## src/rtl/vdma_axi4s_to_axi4_ring_core.sv

```systemverilog
// Video write DMA: AXI4-Stream frames into a ring of BUF_NUM buffers through an AXI4 write master.
// Define VDMA_BRESP_ERR_EN to add ctl_err_count, a saturating count of non-OKAY B responses.
module vdma_axi4s_to_axi4_ring_core #(
  parameter int AXI4_ID_WIDTH     = 6,
  parameter int AXI4_ADDR_WIDTH   = 32,
  parameter int AXI4_DATA_SIZE    = 2,
  parameter int AXI4_DATA_WIDTH   = 8 << AXI4_DATA_SIZE,
  parameter int AXI4_LEN_WIDTH    = 8,
  parameter int BUF_NUM           = 3,
  parameter int BUF_WIDTH         = 2,
  parameter int OUTSTANDING_WIDTH = 4,
  parameter int STRIDE_WIDTH      = 14,
  parameter int H_WIDTH           = 12,
  parameter int V_WIDTH           = 12,
  parameter int INDEX_WIDTH       = 8
) (
  input  logic                         aclk,
  input  logic                         areset,
  input  logic                         ctl_enable,
  input  logic                         ctl_update,
  output logic                         ctl_busy,
  output logic [INDEX_WIDTH-1:0]       ctl_index,
  output logic [BUF_WIDTH-1:0]         ctl_buf,
  output logic [BUF_WIDTH-1:0]         ctl_last_buf,
  output logic                         ctl_last_valid,
`ifdef VDMA_BRESP_ERR_EN
  output logic [7:0]                   ctl_err_count,
`endif
  input  logic [AXI4_ADDR_WIDTH-1:0]   param_addr,
  input  logic [AXI4_ADDR_WIDTH-1:0]   param_buf_size,
  input  logic [STRIDE_WIDTH-1:0]      param_stride,
  input  logic [H_WIDTH-1:0]           param_width,
  input  logic [V_WIDTH-1:0]           param_height,
  input  logic [AXI4_LEN_WIDTH-1:0]    param_awlen,
  output logic [AXI4_ID_WIDTH-1:0]     m_axi4_awid,
  output logic [AXI4_ADDR_WIDTH-1:0]   m_axi4_awaddr,
  output logic [1:0]                   m_axi4_awburst,
  output logic [3:0]                   m_axi4_awcache,
  output logic [AXI4_LEN_WIDTH-1:0]    m_axi4_awlen,
  output logic                         m_axi4_awlock,
  output logic [2:0]                   m_axi4_awprot,
  output logic [3:0]                   m_axi4_awqos,
  output logic [3:0]                   m_axi4_awregion,
  output logic [2:0]                   m_axi4_awsize,
  output logic                         m_axi4_awvalid,
  input  logic                         m_axi4_awready,
  output logic [AXI4_DATA_WIDTH/8-1:0] m_axi4_wstrb,
  output logic [AXI4_DATA_WIDTH-1:0]   m_axi4_wdata,
  output logic                         m_axi4_wlast,
  output logic                         m_axi4_wvalid,
  input  logic                         m_axi4_wready,
  input  logic [AXI4_ID_WIDTH-1:0]     m_axi4_bid,
  input  logic [1:0]                   m_axi4_bresp,
  input  logic                         m_axi4_bvalid,
  output logic                         m_axi4_bready,
  input  logic                         s_axi4s_tuser,
  input  logic                         s_axi4s_tlast,
  input  logic [AXI4_DATA_WIDTH-1:0]   s_axi4s_tdata,
  input  logic                         s_axi4s_tvalid,
  output logic                         s_axi4s_tready
);

  localparam int CW = (H_WIDTH > AXI4_LEN_WIDTH) ? H_WIDTH : AXI4_LEN_WIDTH;

  typedef enum logic [2:0] {ST_IDLE, ST_SYNC, ST_AW, ST_W, ST_DRAIN} state_t;

  state_t                       r_state, w_next;
  logic                         r_loaded;
  logic [AXI4_ADDR_WIDTH-1:0]   r_sh_addr, r_sh_buf_size;
  logic [STRIDE_WIDTH-1:0]      r_sh_stride;
  logic [H_WIDTH-1:0]           r_sh_width, r_x;
  logic [V_WIDTH-1:0]           r_sh_height, r_y;
  logic [AXI4_LEN_WIDTH-1:0]    r_sh_awlen, r_len, r_beat;
  logic [AXI4_ADDR_WIDTH-1:0]   r_line_addr, r_addr;
  logic [OUTSTANDING_WIDTH-1:0] r_outstanding;
  logic [INDEX_WIDTH-1:0]       r_index;
  logic [BUF_WIDTH-1:0]         r_buf, r_last_buf;
  logic                         r_last_valid;

  // Parameters in force for a frame that starts this cycle (fresh values when updating).
  logic [AXI4_ADDR_WIDTH-1:0]   w_f_addr, w_f_buf_size, w_frame_base, w_next_line, w_burst_bytes;
  logic [H_WIDTH-1:0]           w_f_width, w_rem_m1;
  logic [V_WIDTH-1:0]           w_f_height;
  logic [AXI4_LEN_WIDTH-1:0]    w_len;
  logic w_frame_start, w_frame_empty, w_out_full, w_aw_fire, w_w_fire, w_b_fire;
  logic w_wlast, w_line_end, w_frame_end, w_drain_done, w_unused;

  assign w_frame_start = (r_state == ST_SYNC) && s_axi4s_tvalid && s_axi4s_tuser;
  assign w_f_addr      = ctl_update ? param_addr     : r_sh_addr;
  assign w_f_buf_size  = ctl_update ? param_buf_size : r_sh_buf_size;
  assign w_f_width     = ctl_update ? param_width    : r_sh_width;
  assign w_f_height    = ctl_update ? param_height   : r_sh_height;
  assign w_frame_base  = w_f_addr + AXI4_ADDR_WIDTH'(r_buf) * w_f_buf_size;
  assign w_frame_empty = (w_f_width == '0) || (w_f_height == '0);

  assign w_rem_m1      = r_sh_width - r_x - H_WIDTH'(1);
  assign w_len         = (CW'(w_rem_m1) > CW'(r_sh_awlen)) ? r_sh_awlen : AXI4_LEN_WIDTH'(w_rem_m1);
  assign w_burst_bytes = (AXI4_ADDR_WIDTH'(r_len) + AXI4_ADDR_WIDTH'(1)) << AXI4_DATA_SIZE;
  assign w_next_line   = r_line_addr + AXI4_ADDR_WIDTH'(r_sh_stride);

  assign w_out_full    = &r_outstanding;
  assign w_aw_fire     = m_axi4_awvalid && m_axi4_awready;
  assign w_w_fire      = m_axi4_wvalid && m_axi4_wready;
  assign w_b_fire      = m_axi4_bvalid && m_axi4_bready;
  assign w_wlast       = (r_beat == r_len);
  assign w_line_end    = (r_x == r_sh_width - H_WIDTH'(1));
  assign w_frame_end   = w_line_end && (r_y == r_sh_height - V_WIDTH'(1));
  assign w_drain_done  = (r_state == ST_DRAIN) && (r_outstanding == '0);

  always_ff @(posedge aclk or posedge areset) begin
    if (areset) r_state <= ST_IDLE;
    else        r_state <= w_next;
  end

  // NOTE: every output of this block gets a default first so no path can infer a latch.
  always_comb begin
    w_next         = r_state;
    m_axi4_awvalid = 1'b0;
    m_axi4_wvalid  = 1'b0;
    m_axi4_wlast   = 1'b0;
    s_axi4s_tready = 1'b0;
    case (r_state)
      ST_IDLE: if (ctl_enable) w_next = ST_SYNC;
      ST_SYNC: begin
        // The start-of-frame beat is left on the bus so it becomes the first written pixel.
        s_axi4s_tready = ~s_axi4s_tuser;
        if (w_frame_start) w_next = w_frame_empty ? ST_DRAIN : ST_AW;
      end
      ST_AW: begin
        m_axi4_awvalid = ~w_out_full;
        if (w_aw_fire) w_next = ST_W;
      end
      ST_W: begin
        m_axi4_wvalid  = s_axi4s_tvalid;
        m_axi4_wlast   = w_wlast;
        s_axi4s_tready = m_axi4_wready;
        if (w_w_fire && w_wlast) w_next = w_frame_end ? ST_DRAIN : ST_AW;
      end
      ST_DRAIN: if (r_outstanding == '0) w_next = ctl_enable ? ST_SYNC : ST_IDLE;
      default:  w_next = ST_IDLE;
    endcase
  end

  // NOTE: sequential state uses non-blocking assignments so every register samples pre-edge values.
  always_ff @(posedge aclk or posedge areset) begin
    if (areset) begin
      r_loaded      <= 1'b0;
      r_sh_addr     <= '0;
      r_sh_buf_size <= '0;
      r_sh_stride   <= '0;
      r_sh_width    <= '0;
      r_sh_height   <= '0;
      r_sh_awlen    <= '0;
      r_line_addr   <= '0;
      r_addr        <= '0;
      r_x           <= '0;
      r_y           <= '0;
      r_len         <= '0;
      r_beat        <= '0;
      r_index       <= '0;
      r_buf         <= '0;
      r_last_buf    <= '0;
      r_last_valid  <= 1'b0;
    end else begin
      if ((r_state == ST_IDLE && ctl_enable && !r_loaded) || (w_frame_start && ctl_update)) begin
        r_loaded      <= 1'b1;
        r_sh_addr     <= param_addr;
        r_sh_buf_size <= param_buf_size;
        r_sh_stride   <= param_stride;
        r_sh_width    <= param_width;
        r_sh_height   <= param_height;
        r_sh_awlen    <= param_awlen;
      end
      if (w_frame_start) begin
        r_x         <= '0;
        r_y         <= '0;
        r_beat      <= '0;
        r_line_addr <= w_frame_base;
        r_addr      <= w_frame_base;
      end
      if (w_aw_fire) begin
        r_len  <= w_len;
        r_beat <= '0;
      end
      if (w_w_fire) begin
        r_beat <= r_beat + AXI4_LEN_WIDTH'(1);
        r_x    <= r_x + H_WIDTH'(1);
        if (w_wlast) r_addr <= r_addr + w_burst_bytes;
        if (w_line_end) begin
          r_x         <= '0;
          r_y         <= r_y + V_WIDTH'(1);
          r_line_addr <= w_next_line;
          r_addr      <= w_next_line;
        end
      end
      if (w_drain_done) begin
        r_last_buf   <= r_buf;
        r_last_valid <= 1'b1;
        r_index      <= r_index + INDEX_WIDTH'(1);
        r_buf        <= (r_buf == BUF_WIDTH'(BUF_NUM - 1)) ? '0 : r_buf + BUF_WIDTH'(1);
      end
    end
  end

  // Bursts in flight; a simultaneous issue and retire cancel out.
  always_ff @(posedge aclk or posedge areset) begin
    if (areset) r_outstanding <= '0;
    else if (w_aw_fire && !w_b_fire) r_outstanding <= r_outstanding + OUTSTANDING_WIDTH'(1);
    else if (!w_aw_fire && w_b_fire && r_outstanding != '0)
      r_outstanding <= r_outstanding - OUTSTANDING_WIDTH'(1);
  end

`ifdef VDMA_BRESP_ERR_EN
  logic [7:0] r_err_count;
  always_ff @(posedge aclk or posedge areset) begin
    if (areset) r_err_count <= '0;
    else if (w_b_fire && m_axi4_bresp != 2'b00 && r_err_count != 8'hff)
      r_err_count <= r_err_count + 8'd1;
  end
  assign ctl_err_count = r_err_count;
  assign w_unused      = ^{m_axi4_bid, s_axi4s_tlast};
`else
  assign w_unused      = ^{m_axi4_bid, s_axi4s_tlast, m_axi4_bresp};
`endif

  assign ctl_busy        = (r_state inside {ST_AW, ST_W, ST_DRAIN}) || (r_outstanding != '0);
  assign ctl_index       = r_index;
  assign ctl_buf         = r_buf;
  assign ctl_last_buf    = r_last_buf;
  assign ctl_last_valid  = r_last_valid;
  assign m_axi4_awid     = '0;
  assign m_axi4_awaddr   = r_addr;
  assign m_axi4_awburst  = 2'b01;
  assign m_axi4_awcache  = 4'b0011;
  assign m_axi4_awlen    = w_len;
  assign m_axi4_awlock   = 1'b0;
  assign m_axi4_awprot   = 3'b000;
  assign m_axi4_awqos    = 4'h0;
  assign m_axi4_awregion = 4'h0;
  assign m_axi4_awsize   = 3'(AXI4_DATA_SIZE);
  assign m_axi4_wstrb    = '1;
  assign m_axi4_wdata    = s_axi4s_tdata;
  assign m_axi4_bready   = 1'b1;

endmodule

```

## config.mk

```make
export PLATFORM = sky130hd
export DESIGN_NAME = vdma_axi4s_to_axi4_ring_core
export DESIGN_NICKNAME = d
export VERILOG_FILES = /design/src/rtl/vdma_axi4s_to_axi4_ring_core.sv
export SDC_FILE = /design/constraint.sdc
export NUM_CORES = 1
export LEC_CHECK = 0
export BUFFER_PORTS_ARGS = -buffer_cell sky130_fd_sc_hd__buf_2
export CAP_MARGIN = 25
export CORE_MARGIN = 4
export CORE_UTILIZATION = 51
export CTS_CLUSTER_SIZE = 14
export DETAILED_ROUTE_END_ITERATION = 10
export PLACE_DENSITY = 0.73
export RECOVER_POWER = 100
export SLEW_MARGIN = 15
export SYNTH_ARGS = -nofsm -noshare
export SYNTH_HDL_FRONTEND = slang
export SYNTH_SLANG_ARGS = --single-unit
```

## constraint.sdc

```tcl
create_clock -name aclk -period 10.2 [get_ports aclk]
set_clock_uncertainty 0.05 [all_clocks]
set_input_delay 2.04 -clock aclk [delete_from_list [all_inputs] [get_ports aclk]]
set_output_delay 2.04 -clock aclk [all_outputs]
set_load 0.02 [all_outputs]
```

## Word level (Yosys, flattened, before mapping)

Cells that the tools add are included.

- Add/sub/neg operators: 15
- Multiply operators: 1
- Div/mod/pow operators: 0
- Order comparisons: 1
- Eq/ne operators: 13
- Shifts and indexed selects: 0
- Multiplexer cells: 37
- Bitwise logic cells: 2
- Reduce and logical (&&, ||, !) cells: 30

Operators by type and width:

| operator | number |
|---|---|
| 2-to-1 mux 32 bit | 9 |
| 2-to-1 mux 12 bit | 8 |
| subtractor 12 x 1 -> 12 bit, second input constant | 3 |
| adder 32 x 11 -> 32 bit | 1 |
| adder 32 x 14 -> 32 bit | 1 |
| adder 32 bit | 1 |
| multiplier 2 x 32 -> 32 bit | 1 |
| 2-to-1 mux 8 bit | 4 |
| adder 12 x 1 -> 12 bit, second input constant | 2 |
| == test 12 bit | 2 |
| zero test 12 bit | 2 |
| 2-to-1 mux 3 bit | 7 |
| adder 8 x 1 -> 8 bit, second input constant | 2 |
| case mux 3 bit (5 select lines) | 1 |
| logical AND 1 bit | 13 |
| > comparator 12 x 8 -> 1 bit | 1 |
| subtractor 12 bit | 1 |
| inequality test 2 bit, second input constant | 5 |
| adder 8 x 1 -> 9 bit, second input constant | 1 |
| == test 8 bit | 1 |
| 2-to-1 mux 4 bit | 2 |
| == test 3 x 2 -> 1 bit, second input constant | 2 |
| nonzero test 3 bit | 2 |
| AND reduction 5 bit | 1 |
| other kinds (17) | 26 |

- Register bits: 235
- Bits in latches: 0
- RAM bits: 0
- Memory bits (read-only): 0
- Output and inout bits: 122
- Logic and storage cells: 118
- Memories: 0

## Depth between registers and ports, before layout

Gate-level depths: netlist of run 1.

- Word-level depth: 9
- Depth in mapped cells: 17
- Mapped depth without buffers: 16

## Worst setup path before layout of run 1

OpenSTA, ideal clock, no wires.

- Path kind: input to register
- Start point: in ctl_update
- End point: reg r_addr[26], in the netlist m_axi4_awaddr[26]
- Setup time: 0.140 ns
- Data arrival time: 6.271 ns
- Data required time: 10.010 ns
- Slack: 3.740 ns
- Stages: 17
- Cells stage by stage: clkbuf_1 -> clkbuf_1 -> buf_1 -> clkbuf_1 -> mux2i_1 -> fa_1 -> inv_1 -> ha_1 -> clkbuf_1 -> and4_1 -> o21ai_0 -> a21o_1 -> o31a_1 -> nand3_1 -> or3b_2 -> a2111oi_0 -> a211oi_1

- Cells in the longest elaborated chain, start to end: 7

RTL lines:

| item | line | source |
|---|---|---|
| from (decl) | 20 | `input logic ctl_update,` |
| 2-to-1 mux 32 bit | 90 | `assign w_f_buf_size = ctl_update ? param_buf_size : r_sh_buf_size;` |
| multiplier 2 x 32 -> 32 bit | 93 | `assign w_frame_base = w_f_addr + AXI4_ADDR_WIDTH'(r_buf) * w_f_buf_size;` |
| adder 32 bit * | 93 |  |
| 2-to-1 mux 32 bit * | 174 | `if (w_frame_start) begin` |
| 2-to-1 mux 32 bit | 188 | `if (w_wlast) r_addr <= r_addr + w_burst_bytes;` |
| 2-to-1 mux 32 bit | 189 | `if (w_line_end) begin` |
| 2-to-1 mux 32 bit * | 185 | `if (w_w_fire) begin` |
| to (signal assigned) | 179 | `r_addr <= w_frame_base;` |
| to (signal assigned) | 188 |  |
| to (signal assigned) | 193 | `r_addr <= w_next_line;` |
| to (decl) | 74 | `logic [AXI4_ADDR_WIDTH-1:0] r_line_addr, r_addr;` |

Every way passes the cells marked *; elsewhere a longest branch is shown, timed or not.
A chain may end at the register's enable or synchronous reset.

## Worst setup path in the final report of run 1

- Start point: in ctl_update
- End point: reg r_addr[27], in the netlist m_axi4_awaddr[27]

The elaborated chain is that of the path after synthesis.

==> impl_metrics.py, run 1 <==
metrics = {
    "clock_network": {
        "cts.sinks": 235,
        "clockBufferDepth": 3,
        "ctsHoldBuffers": 0,
        "cts_setup_buffers": 0,
        "clkSlewWorstSetupHoldPaths_ns": 0.06,
        "cts_htree_levels": 1,
        "cts_buffers": 28,
        "cts_tree": "built",
        "cts_resized": 0,
        "clock_latency_ns": 0.57,
        "root_buffer": "clkbuf_16",
    },
    "placement": {
        "post-place-cells": 2455,
        "io_buffers": 176,
        "place.gp.congestion": 0.8943,
        "pre_cts_ws_ns": 3.213,
        "dp_hpwl_um": 34450,
    },
    "synth": {
        "ys_ff_latch": 235,
        "synth.avg_cell_area_um2": 9.242,
        "synthFlopType": "dfrtp_1",
        "netlist_area_um2": 17770,
        "ys_types": 86,
        "synth_edf_count": 0,
        "ys_seq_area_share_pct": 33.09,
        "yosys_warnings": 0,
        "async_flop_share_pct": 100.0,
        "synthCells": 1923,
    },
    "global_route": {
        "gr-usage-all-layers_pct": 24.08,
        "grt_start_max_net_pins": 83,
        "grt_pass1_vias": 14650,
        "antenna_found_initial": 2,
        "grt_first_pass_wirelength_um": 76310,
        "grt-ovfl-total": 0,
    },
    "worst_setup_path": {
        "rrSetupSlack_ns": 4.07,
        "rr_worst_depth": 9,
        "required_ns": 10.64,
        "rr_endpoint": "m_axi4_awaddr[13]",
        "critPathCaptureType": "flip-flop",
        "reg2reg_from": "r_sh_width[2]",
        "start_kind": "primary input",
        "critPathMaxFanout": 48,
        "worstSetupPathType": "primary input to flip-flop",
        "crit_arrival_ns": 8.81,
    },
    "finish": {
        "syn_to_final_growth_pct": 9.349,
        "drive_gt1_share_pct": 16.79,
        "nets": 2309,
        "final_common_cell": "dfrtp_1",
        "antenna-diode-count": 0,
        "mostFrequentLayoutCells": "dfrtp_1, nand2_1, mux2_2, buf_2, inv_1",
        "final_cells": 2504,
        "nFillCells": 3083,
    },
    "flow_run": {
        "maxCapViolCount": 8,
    },
    "sta": {
        "min_period_over_period_pct": 82.05,
        "rsz0062_at_grt": "false",
        "timing.final.ws_setup_ns": 1.831,
        "period_needed_ns": 8.369,
        "relSlewSlack_pct": -133.6,
        "setup_viol": 0,
        "hold_viol_final": 0,
        "tightest_slew_ns": 3.484,
        "max_freq_mhz": 119.5,
        "slew_violations": 375,
        "setup_tns_ns": 0,
    },
    "floorplan": {
        "core_area_um2": 34460,
        "die_y_um": 194.7,
        "die_area_um2": 37900,
        "io_pins": 282,
        "die_w_um": 194.7,
        "rows": 68,
        "initial_core_util_pct": 51.58,
    },
    "worst_hold_path": {
        "worstHoldStart": "ctl_last_valid",
        "worstHoldPathCells": 1,
        "min_path_type": "flip-flop to flip-flop",
        "hold-path-endpoint": "ctl_last_valid",
    },
    "pwr": {
        "ir_drop_mv": 0.1233,
        "leakagePower_nw": 9.355,
        "pwr_density_cell_nw_per_um2": 151.2,
    },
    "outcome": {
        "status": "finished with violations",
        "violations": "max-capacitance violations, max-slew violations",
    },
    "detailed_routing": {
        "routedWlPerCell_um": 18.89,
        "vias_per_cell": 5.960,
        "antenna_left": 0,
        "drtIter0Drc": 1152,
        "wl_um": 47300,
        "firstDrtPassIters": 5,
        "vias": 14930,
        "drc": 0,
    },
}
[area by class of cell]
type | count | area [um^2] | area share [%]
multi-input cells | 1460 | 10710 | 55.12
inverters | 114 | 429.2 | 2.208
flip-flops and latches | 235 | 5881 | 30.26
well taps | 455 | 569.3 | 2.929
repair buffers | 193 | 920.9 | 4.739
clock inverters | 7 | 96.34 | 0.4958
clock buffers | 40 | 825.8 | 4.249
[kinds of logic (layout without fill, tap and decap cells)]
logic type / after synthesis / after routing / synth area share, %
muxes: 210 / 210 / 12.97
AOI/OAI and AO/OA: 402 / 402 / 15.00
xor gates and xnor gates: 126 / 126 / 6.209
buffers and inverters: 258 / 354 / 7.054
DFF: 235 / 235 / 33.09
other: 2 / 32 / 0.04226
and+or+nand+nor: 573 / 573 / 15.92
adders and majority gates: 117 / 117 / 9.716
[where the power goes]
group	switching, mW	internal, mW
combinational	0.472	0.311
sequential	0.123	1.02
clock	0.406	0.607
total	1.00	1.94
[worst max-delay path by stage]
stage                    start                end  cells after the start
CTS                     r_x[1]    m_axi4_awlen[7]                     16
global route        ctl_update  m_axi4_awaddr[27]                     17
global placement    ctl_update  m_axi4_awaddr[27]                     17
detailed placement  ctl_update  m_axi4_awaddr[27]                     17
finish              ctl_update  m_axi4_awaddr[27]                     17
floorplan               areset         ctl_buf[0]                      1
[critical path, stage by stage]
cell and delay (ns):
buf_4 0.33, clkbuf_1 2.26, mux2_2 0.53, nand2_1 0.09
fa_1 0.55, inv_1 0.04, ha_1 0.20, inv_1 0.07
fa_1 0.18, nor2b_1 0.08, o2111ai_1 0.28, a21boi_0 0.23
o41ai_2 0.60, o21ai_1 0.29, a211oi_1 0.39, mux2i_1 0.40
o21ba_2 0.20
[synth_stat cells (7+ instances only)]
master / n / area share (%)
nor4_1: 18 / 0.63
nand4_1: 20 / 0.70
o211ai_1: 17 / 0.72
buf_4: 69 / 2.9
xnor2_1: 85 / 4.2
clkbuf_1: 61 / 1.3
nor2_1: 95 / 2.0
a211oi_1: 16 / 0.68
nor2b_1: 12 / 0.42
buf_2: 9 / 0.25
o21ai_0: 86 / 2.4
mux2_2: 162 / 10
dfrtp_1: 235 / 33
ha_1: 82 / 5.8
and3_1: 33 / 1.2
nor3b_1: 8 / 0.34
inv_1: 114 / 2.4
nand3_1: 63 / 1.8
nand2b_1: 17 / 0.60
o21a_1: 12 / 0.51
a211o_1: 12 / 0.59
o31ai_1: 10 / 0.42
nor3_1: 36 / 1.0
xor2_1: 41 / 2.0
nand2_1: 206 / 4.4
and2_1: 10 / 0.35
a21oi_1: 90 / 2.5
fa_1: 35 / 3.9
a221o_1: 10 / 0.56
or3_1: 16 / 0.56
a22oi_1: 13 / 0.55
o21bai_1: 7 / 0.30
mux2i_1: 48 / 2.7
a31oi_1: 27 / 0.95
o22ai_1: 10 / 0.35
a21o_1: 25 / 1.1
[metal layers]
layer	global-route usage (%)	part of all wire [%]	vias up
li1	-	-	6980
met1	32.99	44	7319
met2	38.99	46	512
met3	4.368	6.5	110
met4	7.656	3.4	4
met5	0	0.051	-
[state kept, by name, indices dropped and copies added, names as in the netlist, 8 cells and up]
register,flops
ctl_index,8
m_axi4_awaddr,32
r_beat,8
r_len,8
r_line_addr,32
r_sh_addr,32
r_sh_awlen,8
r_sh_buf_size,32
r_sh_height,12
r_sh_stride,14
r_sh_width,12
r_x,12
r_y,12
[metrics by stage]
stage	hold slack (ns)	instance area (um^2)	power, mW	utilization (%)
floorplan	0.3857	17880	1.716	-
global placement	0.3960	18650	1.914	54.12
detailed placement	0.4011	18680	1.946	54.20
CTS	0.4138	19600	2.969	56.88
global route	0.4289	19430	3.101	56.40
finish	0.4143	19430	2.938	56.40
Note: power is estimated with default switching activity, not from simulation.
==> run 2, diff against run 1 <==
==> constraint.sdc (replaced) <==
create_clock -name aclk -period 8.1 [get_ports aclk]
set_clock_uncertainty 0.05 [all_clocks]
set_input_delay 1.62 -clock aclk [delete_from_list [all_inputs] [get_ports aclk]]
set_output_delay 1.62 -clock aclk [all_outputs]
set_load 0.02 [all_outputs]
==> impl_metrics.py, run 2 (synthesized netlist as in run 1, its figures left out) <==
metrics = {
    "outcome": {
        "status": "finished with violations",
        "violations": "max-capacitance violations, max-slew violations",
    },
    "sta": {
        "relSlewSlack_pct": -193.3,
        "hold_viol_final": 0,
        "period_needed_ns": 6.604,
        "slew_violations": 403,
        "setup_viol": 0,
        "max_freq_mhz": 151.4,
        "setup_tns_ns": 0,
        "tightest_slew_ns": 4.399,
        "rsz0062_at_grt": "false",
        "min_period_over_period_pct": 81.53,
    },
    "finish": {
        "antenna-diode-count": 0,
        "nets": 2307,
        "mostFrequentLayoutCells": "dfrtp_1, nand2_1, mux2_2, buf_2, inv_1",
        "final_cells": 2507,
        "final_common_cell": "dfrtp_1",
        "drive_gt1_share_pct": 16.81,
        "nFillCells": 3073,
        "syn_to_final_growth_pct": 9.511,
    },
    "pwr": {
        "ir_drop_mv": 0.1900,
        "switchingPower_mw": 1.259,
        "switching_share_pct": 33.48,
        "p_clk_share_pct": 36.0,
        "intPower_mw": 2.503,
        "pwr-share-comb_pct": 25.8,
        "p_seq_share_pct": 38.2,
        "leakagePower_nw": 9.371,
        "pwr_density_cell_nw_per_um2": 193.3,
    },
    "floorplan": {
        "die_w_um": 194.7,
        "core_area_um2": 34460,
        "initial_core_util_pct": 51.58,
        "die_area_um2": 37900,
        "io_pins": 282,
        "die_y_um": 194.7,
        "rows": 68,
    },
    "worst_setup_path": {
        "crit_chain": "ha_1 > a21o_1 > a211oi_1 > nor2_1 > o41ai_1 > xnor2_1 > ha_1 > a21oi_1 > o21ai_0 > mux2i_1 > a21oi_1 > nor3b_1 > o2111ai_1 > mux2_1 > clkbuf_1",
        "critPathMaxFanout": 8,
        "critPathTopFamily": "compound AO/OA/AOI/OAI gates",
        "worstSetupPathType": "flip-flop to output port",
        "required_ns": 6.43,
        "critPathCaptureType": "output port",
        "crit_arrival_ns": 4.93,
        "critPathMaxStageDelay_ns": 0.56,
        "crit_slowest_cell": "o41ai_1",
        "path_buf_inv": 1,
        "start_kind": "flip-flop",
    },
    "clock_network": {
        "clkSlewWorstSetupHoldPaths_ns": 0.06,
        "cts_buffers": 28,
        "clock_latency_ns": 0.56,
        "cts_setup_buffers": 0,
        "cts_resized": 0,
        "cts_htree_levels": 1,
        "clockBufferDepth": 3,
        "cts_tree": "built",
        "cts.sinks": 235,
        "root_buffer": "clkbuf_16",
        "ctsHoldBuffers": 0,
    },
    "detailed_routing": {
        "wl_um": 46530,
        "routedWlPerCell_um": 18.56,
        "drc": 0,
        "firstDrtPassIters": 5,
        "vias": 14590,
        "drtIter0Drc": 986,
        "vias_per_cell": 5.821,
        "antenna_left": 0,
    },
    "placement": {
        "post-place-cells": 2455,
        "place.gp.congestion": 0.8959,
        "io_buffers": 176,
        "dp_hpwl_um": 33810,
    },
    "global_route": {
        "grt_start_max_net_pins": 172,
        "grt_first_pass_wirelength_um": 75560,
        "gr-usage-all-layers_pct": 23.87,
        "antenna_found_initial": 3,
        "grt-ovfl-total": 0,
        "grt_pass1_vias": 14470,
    },
    "flow_run": {
        "maxCapViolCount": 6,
    },
    "worst_hold_path": {
        "min_path_type": "flip-flop to flip-flop",
    },
}
run 2: cell types whose count changed in the layout (fill, tap and decap cells not counted), moves of 2 or more:
cell,delta
clkinv_2,+3
o21ai_1,-2
clkbuf_8,-6
bufinv_16,+3
o21ai_0,+2
run 2: per-stage QoR:
stage	hold WS, ns	setup slack [ns]	utilization [%]	power [mW]	instance area (um^2)
2_1_floorplan	0.3857	2.060	-	2.161	17890
3_3_place_gp	0.3944	1.887	54.12	2.412	18650
3_5_place_dp	0.4091	1.776	54.25	2.445	18690
4_1_cts	0.4239	1.622	57.10	3.811	19680
5_1_grt	0.4320	1.158	56.48	3.970	19460
6_report	0.4184	1.496	56.48	3.762	19460
run 2: power by group through the flow:
| stage | Clock (mW) | Sequential [mW] | Combinational [mW] |
|---|---|---|---|
| floorplan | 0 | 1.47 | 0.693 |
| global placement | 0 | 1.45 | 0.965 |
| detailed placement | 0 | 1.45 | 0.991 |
| CTS | 1.38 | 1.43 | 0.998 |
| global route | 1.43 | 1.45 | 1.09 |
| finish | 1.35 | 1.44 | 0.971 |
run 2: final timing paths:
path	to	slack (ns)	cells past startpoint	start
min in group asynchronous	r_sh_buf_size[1]	2.39	3	areset
max in group asynchronous	r_line_addr[25]	2.71	3	areset
hold / removal	r_loaded	0.42	1	r_loaded
hold reg to reg	r_loaded	0.42	1	r_loaded
setup / recovery	m_axi4_awlen[6]	1.50	15	r_sh_width[1]
setup reg to reg	m_axi4_awaddr[31]	2.08	9	r_sh_width[2]
run 2: layer usage:
metal	vias up	global-route usage (%)	part of all wire, %	routed length [um]
li1	6965	-	-	-
met5	-	0	0.092	43
met2	520	38.48	46	21200
met3	91	4.490	7.4	3420
met4	6	6.563	2.7	1268
met1	7010	33.19	44	20590
run 2: cell type report:
| class | count | area (um^2) | share of cell area, % |
|---|---|---|---|
| inverters | 114 | 429.2 | 2.205 |
| clock inverters | 14 | 202.7 | 1.041 |
| clock buffers | 38 | 779.5 | 4.005 |
| multi-input cells | 1460 | 10700 | 54.97 |
| flip-flops and latches | 235 | 5881 | 30.22 |
| repair buffers | 191 | 902.1 | 4.635 |
| well taps | 455 | 569.3 | 2.925 |
run 2: worst reg2reg max path: stages, from the launching register on:
cell	delay, ns
dfrtp_1	0.49
nor4_1	1.08
a31oi_1	0.23
mux2i_1	0.18
o22ai_1	0.37
nand4b_1	0.61
nor2_1	1.42
clkbuf_1	1.01
a221oi_1	0.24
a22oi_1	0.27
